$ cat src/rtl/mux_out_filter_if.sv
// Handshake-free signal bundle between the mux output filter and its environment.
// master drives en/clr/y_in and observes the filtered outputs; slave is the filter.
interface mux_out_filter_if #(
  parameter int CNT_W = 8
);
  logic             en;
  logic             clr;
  logic             y_in;
  logic             y_filt;
  logic             rise_pulse;
  logic             fall_pulse;
  logic [CNT_W-1:0] rise_cnt;

  modport master (
    output en, clr, y_in,
    input  y_filt, rise_pulse, fall_pulse, rise_cnt
  );

  modport slave (
    input  en, clr, y_in,
    output y_filt, rise_pulse, fall_pulse, rise_cnt
  );
endinterface

$ cat src/rtl/mux_out_filter.sv
// Synchronises and deglitches the mux output y, emits edge pulses and counts accepted rises.
// Optional macro MUX_FILT_SAT_EN: rise_cnt saturates at all ones instead of wrapping.
module mux_out_filter #(
  parameter int SYNC_STAGES   = 2,
  parameter int STABLE_CYCLES = 4,
  parameter int CNT_W         = 8   // must match the CNT_W of the connected interface
) (
  input  logic               clk,
  input  logic               reset_n,
  mux_out_filter_if.slave    bus
);

  localparam int STAB_W = (STABLE_CYCLES > 1) ? $clog2(STABLE_CYCLES) : 1;
  localparam logic [STAB_W-1:0] STAB_LAST = STAB_W'(STABLE_CYCLES - 1);

  logic [SYNC_STAGES-1:0] sync_q;
  logic [STAB_W-1:0]      stab_q, stab_d;
  logic                   filt_q, filt_d;
  logic                   rise_q, rise_d;
  logic                   fall_q, fall_d;
  logic [CNT_W-1:0]       cnt_q, cnt_d;
  logic                   s;

  assign s = sync_q[SYNC_STAGES-1];

  // A mismatching level is accepted on its STABLE_CYCLES-th consecutive mismatching
  // enabled cycle; any return to the filtered level restarts the count.
  always_comb begin
    stab_d = stab_q;
    filt_d = filt_q;
    rise_d = 1'b0;
    fall_d = 1'b0;
    cnt_d  = cnt_q;
    if (bus.en) begin
      if (s == filt_q) begin
        stab_d = '0;
      end else if (stab_q == STAB_LAST) begin
        filt_d = s;
        stab_d = '0;
        rise_d = s;
        fall_d = ~s;
      end else begin
        stab_d = stab_q + 1'b1;
      end
    end
    if (bus.clr) begin
      cnt_d = '0;
    end else if (rise_d) begin
`ifdef MUX_FILT_SAT_EN
      if (cnt_q != '1) cnt_d = cnt_q + 1'b1;
`else
      cnt_d = cnt_q + 1'b1;
`endif
    end
  end

  always_ff @(posedge clk) begin
    if (!reset_n) begin
      sync_q <= '0;
      stab_q <= '0;
      filt_q <= 1'b0;
      rise_q <= 1'b0;
      fall_q <= 1'b0;
      cnt_q  <= '0;
    end else begin
      sync_q <= {sync_q[SYNC_STAGES-2:0], bus.y_in};
      stab_q <= stab_d;
      filt_q <= filt_d;
      rise_q <= rise_d;
      fall_q <= fall_d;
      cnt_q  <= cnt_d;
    end
  end

  assign bus.y_filt     = filt_q;
  assign bus.rise_pulse = rise_q;
  assign bus.fall_pulse = fall_q;
  assign bus.rise_cnt   = cnt_q;

endmodule

$ cat src/flat_wrapper.sv
// flat-port wrapper written by rule: the top's interface ports become plain ports
module mux_out_filter_flat 
#(
  parameter int SYNC_STAGES   = 2,
  parameter int STABLE_CYCLES = 4,
  parameter int CNT_W         = 8                                                     
)
  (clk, reset_n, bus_en, bus_clr, bus_y_in, bus_y_filt, bus_rise_pulse, bus_fall_pulse, bus_rise_cnt);
  mux_out_filter_if #(.CNT_W(CNT_W)) bus_i ();
  input  logic clk;
  input  logic reset_n;
  input wire logic [$bits(bus_i.en)-1:0] bus_en;
  input wire logic [$bits(bus_i.clr)-1:0] bus_clr;
  input wire logic [$bits(bus_i.y_in)-1:0] bus_y_in;
  output wire logic [$bits(bus_i.y_filt)-1:0] bus_y_filt;
  output wire logic [$bits(bus_i.rise_pulse)-1:0] bus_rise_pulse;
  output wire logic [$bits(bus_i.fall_pulse)-1:0] bus_fall_pulse;
  output wire logic [$bits(bus_i.rise_cnt)-1:0] bus_rise_cnt;
  assign bus_i.en = bus_en;
  assign bus_i.clr = bus_clr;
  assign bus_i.y_in = bus_y_in;
  assign bus_y_filt = bus_i.y_filt;
  assign bus_rise_pulse = bus_i.rise_pulse;
  assign bus_fall_pulse = bus_i.fall_pulse;
  assign bus_rise_cnt = bus_i.rise_cnt;
  mux_out_filter #(.SYNC_STAGES(SYNC_STAGES), .STABLE_CYCLES(STABLE_CYCLES), .CNT_W(CNT_W)) u_core (.clk(clk), .reset_n(reset_n), .bus(bus_i));
endmodule
$ cat config.mk
export PLATFORM = sky130hd
export DESIGN_NAME = mux_out_filter_flat
export DESIGN_NICKNAME = d
export VERILOG_FILES = /design/src/rtl/mux_out_filter_if.sv /design/src/rtl/mux_out_filter.sv /design/src/flat_wrapper.sv
export SDC_FILE = /design/constraint.sdc
export NUM_CORES = 1
export LEC_CHECK = 0
export CAP_MARGIN = 20
export CORE_UTILIZATION = 46
export DETAILED_ROUTE_END_ITERATION = 12
export PLACE_DENSITY = 0.78
export SLEW_MARGIN = 10
export SYNTH_ARGS = -nofsm -noshare
export SYNTH_HDL_FRONTEND = slang
export SYNTH_SLANG_ARGS = --single-unit
$ cat constraint.sdc
create_clock -name clk -period 1.7 [get_ports clk]
set_input_delay 0.34 -clock clk [delete_from_list [all_inputs] [get_ports clk]]
set_output_delay 0.34 -clock clk [all_outputs]
set_load 0.1 [all_outputs]
After elaboration in Yosys (flattened, before gate mapping). Index checks and enable logic that the tools add are counted.

Multiplexer cells: 5. Add/sub/neg operators: 2. Equality and inequality tests: 2. Reductions and logical operators: 3. Bitwise logic cells: 5.

Operators by type and width (count): 8-bit by 1-bit adder with 8-bit output (second input constant) (1); 1-bit inverter (5); 2-bit 2-to-1 mux (2); 4-bit OR reduction (1); 1-bit 2-to-1 mux (3); 3-bit AND reduction (1); 2-bit by 1-bit adder with 2-bit output (second input constant) (1); 2-bit equality test (second input constant) (1); 2-bit OR reduction (1); 1-bit equality test (1).

Input bits: 5. Output and inout bits: 11. Word-level logic and storage cells: 23. Register bits after elaboration: 15.

Logic depth before layout (Yosys ltp). Gate-level depths: netlist of run 1.

Word-level depth: 4. Depth in mapped cells: 5. Depth with buffers taken out: 4.

Worst setup path after synthesis of run 1. Ideal clock, no wire load.

Path kind: reg-to-reg. From: reg u_core.cnt_q[0], in the netlist u_core.bus.rise_cnt[0]. To: reg u_core.cnt_q[4], in the netlist u_core.bus.rise_cnt[4]. Slack: -0.332 ns. Cell stages (with the launch flop): 5. Data required time: 1.630 ns. Library setup time: 0.070 ns. Arrival time: 1.962 ns. Clock period less this slack: 2.032 ns. Cell sequence: dfxtp_1 > ha_1 > inv_1 > or4_1 > a21oi_1.

Cells in the longest elaborated chain, start to end: 1.

Ends and longest elaborated chain: start: declaration (line mux_out_filter.sv:21) `logic [CNT_W-1:0] cnt_q, cnt_d;`; start signal: assignment (line mux_out_filter.sv:71) `cnt_q <= cnt_d;`; 8-bit by 1-bit adder with 8-bit output (line mux_out_filter.sv:52) `cnt_d = cnt_q + 1'b1;`.

No other way between the ends. A chain may end at the register's enable or synchronous reset.

Final worst setup path of run 1.
From: reg u_core.stab_q[0]. To: reg u_core.cnt_q[3], in the netlist u_core.bus.rise_cnt[3].

Cells in the longest elaborated chain, start to end: 4.

Ends and longest elaborated chain: start: declaration (line mux_out_filter.sv:17) `logic [STAB_W-1:0] stab_q, stab_d;`; start signal: assignment (line mux_out_filter.sv:67) `stab_q <= stab_d;`; 2-bit equality test (line mux_out_filter.sv:37) `end else if (stab_q == STAB_LAST) begin`; 1-bit 2-to-1 mux (line mux_out_filter.sv:37); 1-bit 2-to-1 mux (line mux_out_filter.sv:35) `if (s == filt_q) begin`; 1-bit 2-to-1 mux (line mux_out_filter.sv:34) `if (bus.en) begin`.

No other way between the ends.

==> impl_metrics.env, run 1 <==
export IMPL_status="finished, final reports clean"
export IMPL_reg2reg_from="u_core.stab_q[0]"
export IMPL_vias=592
export IMPL_die_area_sq_um=1590
export IMPL_multi_input_area_sq_um=350
export IMPL_worst_pin_slew_ns=0.271
export IMPL_ff_latch_area_sq_um=309
export IMPL_worstPathCellList="ha_1, nand4b_4, buf_4, or3_1, a21oi_1"
export IMPL_cts_inserted_buffers=3
export IMPL_worstPathRequired_ns=1.92
export IMPL_drv_slew=0
export IMPL_postRouteAntennaNets=0
export IMPL_yosysSeqAreaShare_pct=45.6
export IMPL_power_w=0.000593
export IMPL_filler_cell_count=95
export IMPL_drt_first_pass_iters=4
export IMPL_antenna_found_initial=0
export IMPL_grt_max_degree=10
export IMPL_wirelength_um=1410
export IMPL_synth_cell_types=24
export IMPL_syn_to_final_growth_pct=51.9
export IMPL_grt_usage_pct=23.8
export IMPL_syn_nets=78
export IMPL_worstPathMaxFanout=7
export IMPL_die_y_um=39.8
export IMPL_r2r_cells=5
export IMPL_finalCritPeriodShare_pct=90.9
export IMPL_clk_pin_slew_ns=0.09
export IMPL_finish_utilization_pct=75.9
export IMPL_finClkSkew_ns=0.00822
export IMPL_clock_latency_ns=0.29
export IMPL_ys_seq_elements=15
export IMPL_r2r_setup_slack_ns=0.16
export IMPL_vias_per_cell=5.48
export IMPL_ys_warnings_count=0
export IMPL_syn_cell_area_sq_um=658
export IMPL_synth_top_area_share_pct=45.6
export IMPL_finalSetupViolations=0
export IMPL_slowest_stage="dfxtp_1"
export IMPL_max_stage_delay_ns=0.36
export IMPL_drt_iter0_drc=16
export IMPL_hpwl_um=1120
export IMPL_syn_inst=71
export IMPL_gp_congestion=0.750
export IMPL_crit_path_start_kind="register"
export IMPL_rows=13
export IMPL_p_sw_share_pct=22.8
export IMPL_drive_above_1_share_pct=29.0
export IMPL_ys_top_cells_by_area="dfxtp_1 46%, nand2_1 5.1%, nand2b_1 4.8%"
export IMPL_min_path_cells=1
export IMPL_nets=101
export IMPL_hold_viol=0
export IMPL_fp_dieW_um=39.8
export IMPL_timing_rr_end="u_core.bus.rise_cnt[3]"
export IMPL_power_density_nw_per_um2=593
export IMPL_p_int_w=0.000458
export IMPL_worstSetupPathType="register to register"
export IMPL_vdd_drop_max_v=0.000448
export IMPL_fin_crit_ns=1.54
export IMPL_drc=0
export IMPL_p_comb_share_pct=5.0
export IMPL_rsz0062_at_grt="false"
export IMPL_cts_max_level=1
export IMPL_clockBufferDepth=2
export IMPL_maxCapViolCount=0
export IMPL_crit_path_end_kind="register"
export IMPL_syn_avg_cell_area_sq_um=9.27
export IMPL_post_cts_setup_buffers=0
export IMPL_seqPwrFrac_pct=60.1
export IMPL_io_pins=16
export IMPL_grt_pass1_vias=571
export IMPL_min_path_type="register to register"
export IMPL_pwr_share_clk_pct=35.0
export IMPL_ctsResizeCount=0
export IMPL_grt_pass1_wl_um=2410
export IMPL_yosys_area_top_type="dfxtp_1"
export IMPL_initial_core_util_pct=50.0
export IMPL_worstHoldStart="u_core.sync_q[0]"
export IMPL_wl_per_cell_um=13.0
export IMPL_portBuffers=15
export IMPL_root_buffer="clkbuf_4"
export IMPL_cts_tree="built"
export IMPL_cts_sinks=15
export IMPL_worst_endpoint_arrival_ns=1.76
export IMPL_overflow=0
export IMPL_antennaDiodeCount=0
export IMPL_worst_hold_path_endpoint="u_core.sync_q[1]"
export IMPL_switching_power_w=0.000135
export IMPL_p_leak_nw=0.391
export IMPL_max_slew_margin_pct=81.9
export IMPL_coreArea_sq_um=1320
export IMPL_cts_hold_buf=0
export IMPL_fmax_mhz=647
cells in the mapped netlist:
master	count
nand2b_1	5
dfxtp_1	15
and4_1	1
o31ai_1	2
and2_1	4
or4_1	2
or3_1	2
nand3_1	6
nand4_1	1
nor3_1	1
ha_1	2
nand2_1	9
clkbuf_1	1
inv_1	1
nand4b_4	1
nor2_1	2
o21ai_0	2
nor2b_1	1
and4b_1	1
a21boi_0	3
a21oi_1	5
xor2_1	1
mux2i_1	2
xnor2_1	1
layout make-up:
class | instances | share of cell area [%]
Clock inverter | 1 | 0.501
Timing Repair Buffer | 19 | 29.0
Inverter | 1 | 0.375
Clock buffer | 3 | 2.25
Sequential cell | 15 | 30.9
Tap cell | 15 | 1.88
Multi-Input combinational cell | 54 | 35.0
routing by layer:
| layer | up-vias | GRT usage, % | routed length, um | part of all wire (%) |
|---|---|---|---|---|
| met3 | 5 | 6.82 | 58 | 4.1 |
| met5 | - | 0 | 0 | 0 |
| li1 | 295 | - | - | - |
| met2 | 17 | 38.9 | 713 | 51 |
| met1 | 275 | 27.4 | 607 | 43 |
| met4 | 0 | 12.9 | 27 | 1.9 |
worst max-delay path by stage:
stage	from	endpoint	slack, ns	cells after the start
2_1_floorplan	u_core.bus.rise_cnt[0]	u_core.bus.rise_cnt[4]	0.03	4
3_3_place_gp	bus_en	u_core.bus.rise_cnt[6]	-0.03	4
3_5_place_dp	bus_en	u_core.bus.rise_cnt[3]	-0.13	5
4_1_cts	u_core.stab_q[0]	u_core.bus.rise_cnt[3]	0.14	5
5_1_grt	u_core.stab_q[0]	u_core.bus.rise_cnt[3]	0.008	5
6_report	u_core.stab_q[0]	u_core.bus.rise_cnt[3]	0.16	5
critical path, delay by kind of cell (launching register included):
kind,cells,cell delay (ns)
adders and majority gates,1,0.29
DFF,1,0.36
AOI/OAI and AO/OA,1,0.15
buffers and inverters,1,0.18
and+or+nand+nor,2,0.49
power groups by stage:
stage	clock network, W	logic, W	registers (W)
final	0.000207	0.0000295	0.000356
after global routing	0.000232	0.0000320	0.000357
after CTS	0.000217	0.0000294	0.000356
after detailed placement	0	0.0000294	0.000364
after global placement	0	0.0000279	0.000364
after floorplan	0	0.00000959	0.000364
logic make-up after synthesis:
logic type	Yosys count	share of synthesized area, %
adders and majority gates	2	3.80
xor gates and xnor gates	2	2.66
AOI/OAI and AO/OA	12	11.0
and+or+nand+nor	36	32.7
buffers and inverters	2	1.14
DFF	15	45.6
muxes	2	3.04
flip-flops by register name, indices dropped and copies added, names as in the netlist:
name	cells
u_core.bus.rise_cnt	8
u_core.sync_q	2
u_core.bus.fall_pulse	1
u_core.stab_q	2
u_core.bus.rise_pulse	1
u_core.bus.y_filt	1
metrics by stage:
| step | worst slack [ns] | cell area, sq um | TNS (ns) | hold WS (ns) | cells |
|---|---|---|---|---|---|
| 6_report | 0.155 | 1000 | 0 | 0.443 | 108 |
| 5_1_grt | 0.00796 | 1000 | 0 | 0.470 | 108 |
| 4_1_cts | 0.144 | 1000 | 0 | 0.448 | 108 |
| 3_5_place_dp | -0.126 | 972 | -0.289 | 0.425 | 104 |
| 3_3_place_gp | -0.0329 | 972 | -0.0651 | 0.417 | 104 |
| 2_1_floorplan | 0.0265 | 667 | 0 | 0.412 | 71 |
cell usage in the layout, fill, tap and decap left out, drive strengths merged, types with 3 or more instances in the layout:
cell type	count
a21boi	3
a21oi	5
and2	4
buf	15
clkbuf	3
clkdlybuf4s50	4
dfxtp	15
nand2	9
nand2b	5
nand3	6
No activity file was read; power rests on OpenSTA's default activity.
==> inputs of run 2 (changes only) <==
--- a/config.mk
+++ b/config.mk
@@ -9,6 +9,7 @@
 export CORE_UTILIZATION = 46
 export DETAILED_ROUTE_END_ITERATION = 12
 export PLACE_DENSITY = 0.78
+export REMOVE_ABC_BUFFERS = 1
 export SLEW_MARGIN = 10
 export SYNTH_ARGS = -nofsm -noshare
 export SYNTH_HDL_FRONTEND = slang
==> impl_metrics.env, run 2 (synthesis gave the netlist of run 1 again) <==
export IMPL_status="finished, final reports clean"
export IMPL_p_leak_nw=0.398
export IMPL_worst_endpoint_arrival_ns=1.76
export IMPL_wirelength_um=1380
export IMPL_initial_core_util_pct=50.0
export IMPL_hpwl_um=1110
export IMPL_power_density_nw_per_um2=583
export IMPL_min_path_type="register to register"
export IMPL_postRouteAntennaNets=0
export IMPL_finClkSkew_ns=0.00113
export IMPL_rows=13
export IMPL_grt_usage_pct=22.8
export IMPL_io_pins=16
export IMPL_worstPathMaxFanout=8
export IMPL_ctsResizeCount=0
export IMPL_cts_hold_buf=0
export IMPL_vias_per_cell=5.53
export IMPL_nets=103
export IMPL_coreArea_sq_um=1320
export IMPL_switching_power_w=0.000130
export IMPL_drt_iter0_drc=3
export IMPL_filler_cell_count=82
export IMPL_cts_tree="built"
export IMPL_power_w=0.000587
export IMPL_post_cts_setup_buffers=0
export IMPL_fmax_mhz=648
export IMPL_finalCritPeriodShare_pct=90.8
export IMPL_syn_to_final_growth_pct=52.9
export IMPL_hold_viol=0
export IMPL_largest_register_ffs=8
export IMPL_drc=0
export IMPL_setup_tns_final_ns=0
export IMPL_worstSetupPathType="input pin to register"
export IMPL_drt_first_pass_iters=2
export IMPL_grt_pass1_vias=579
export IMPL_r2r_setup_slack_ns=0.20
export IMPL_rsz0062_at_grt="false"
export IMPL_top_usage_layer="met2"
export IMPL_finalSetupViolations=0
export IMPL_cts_max_level=1
export IMPL_overflow=0
export IMPL_maxCapViolCount=0
export IMPL_p_comb_share_pct=4.6
export IMPL_seqPwrFrac_pct=60.7
export IMPL_vdd_drop_max_v=0.000422
export IMPL_globalRouteMet2Util_pct=41.8
export IMPL_fin_area_sq_um=1010
export IMPL_p_int_w=0.000456
export IMPL_root_buffer="clkbuf_4"
export IMPL_die_y_um=39.8
export IMPL_worstPathRequired_ns=1.92
export IMPL_clk_pin_slew_ns=0.09
export IMPL_vias=608
export IMPL_portBuffers=15
export IMPL_whs_ns=0.446
export IMPL_worst_pin_slew_ns=0.290
export IMPL_crit_path_end_kind="register"
export IMPL_grt_max_degree=10
export IMPL_fin_crit_ns=1.54
export IMPL_antennaDiodeCount=0
export IMPL_clockBufferDepth=2
export IMPL_pwr_share_clk_pct=34.7
export IMPL_die_area_sq_um=1590
export IMPL_final_common_cell="dfxtp_1"
export IMPL_antenna_found_initial=0
export IMPL_clock_latency_ns=0.28
export IMPL_cts_inserted_buffers=3
export IMPL_gp_congestion=0.810
export IMPL_fp_dieW_um=39.8
export IMPL_wl_per_cell_um=12.6
export IMPL_use_met1_pct=22.5
export IMPL_crit_path_start_kind="input pin"
export IMPL_drive_above_1_share_pct=23.2
export IMPL_place_area_sq_um=978
export IMPL_grt_pass1_wl_um=2300
export IMPL_max_slew_margin_pct=80.6
export IMPL_mostFrequentLayoutCells="15 x dfxtp_1, 11 x buf_12, 9 x nand2_1"
export IMPL_cts_sinks=15
export IMPL_p_sw_share_pct=22.2
export IMPL_drv_slew=0
export IMPL_use_met3_pct=3.41
==> run 2: cell types whose count changed in the layout (fill, tap and decap cells not counted), sizes merged <==
cell,before,now
buf,15,17
==> run 2: per-layer routing <==
metal | share of wire, % | up-vias | wire [um]
li1 | - | 304 | -
met1 | 41 | 283 | 567
met2 | 53 | 15 | 734
met3 | 2.4 | 6 | 33
met4 | 3.4 | 0 | 47
met5 | 0 | - | 0
==> run 2: metrics by stage <==
step	utilization [%]	std cells	setup slack [ns]
finish	76.4	110	0.156
global route	76.4	110	0.0863
CTS	76.4	110	0.159
detailed placement	74.3	106	-0.145
global placement	74.3	106	-0.107
floorplan	-	70	-0.332
==> run 2: power groups by stage <==
stage,registers (W),clock network (W),logic (W)
floorplan,0.000364,0,0.00000958
global placement,0.000364,0,0.0000260
detailed placement,0.000365,0,0.0000274
CTS,0.000356,0.000209,0.0000274
global route,0.000357,0.000230,0.0000293
finish,0.000356,0.000204,0.0000270
==> run 2: critical path, cell delays in order <==
cell and delay, ns:
clkdlybuf4s50_1 0.62, nand4b_4 0.15, buf_4 0.17, or3_1 0.34, a21oi_1 0.14
==> run 2: area by class of cell <==
type	count	area [sq um]	share of cell area, %
Sequential cell	15	300	29.9
Tap cell	15	18.8	1.87
Timing Repair Buffer	21	305	30.3
Clock buffer	3	22.5	2.24
Inverter	1	3.75	0.373
Clock inverter	1	5.00	0.498
Multi-Input combinational cell	54	350	34.8
==> run 2: final timing paths <==
path / from / endpoint / cells past startpoint
setup / recovery: bus_en / u_core.bus.rise_cnt[3] / 5
hold / removal: u_core.sync_q[0] / u_core.sync_q[1] / 1
setup reg to reg: u_core.stab_q[0] / u_core.bus.rise_cnt[3] / 5
hold reg to reg: u_core.sync_q[0] / u_core.sync_q[1] / 1
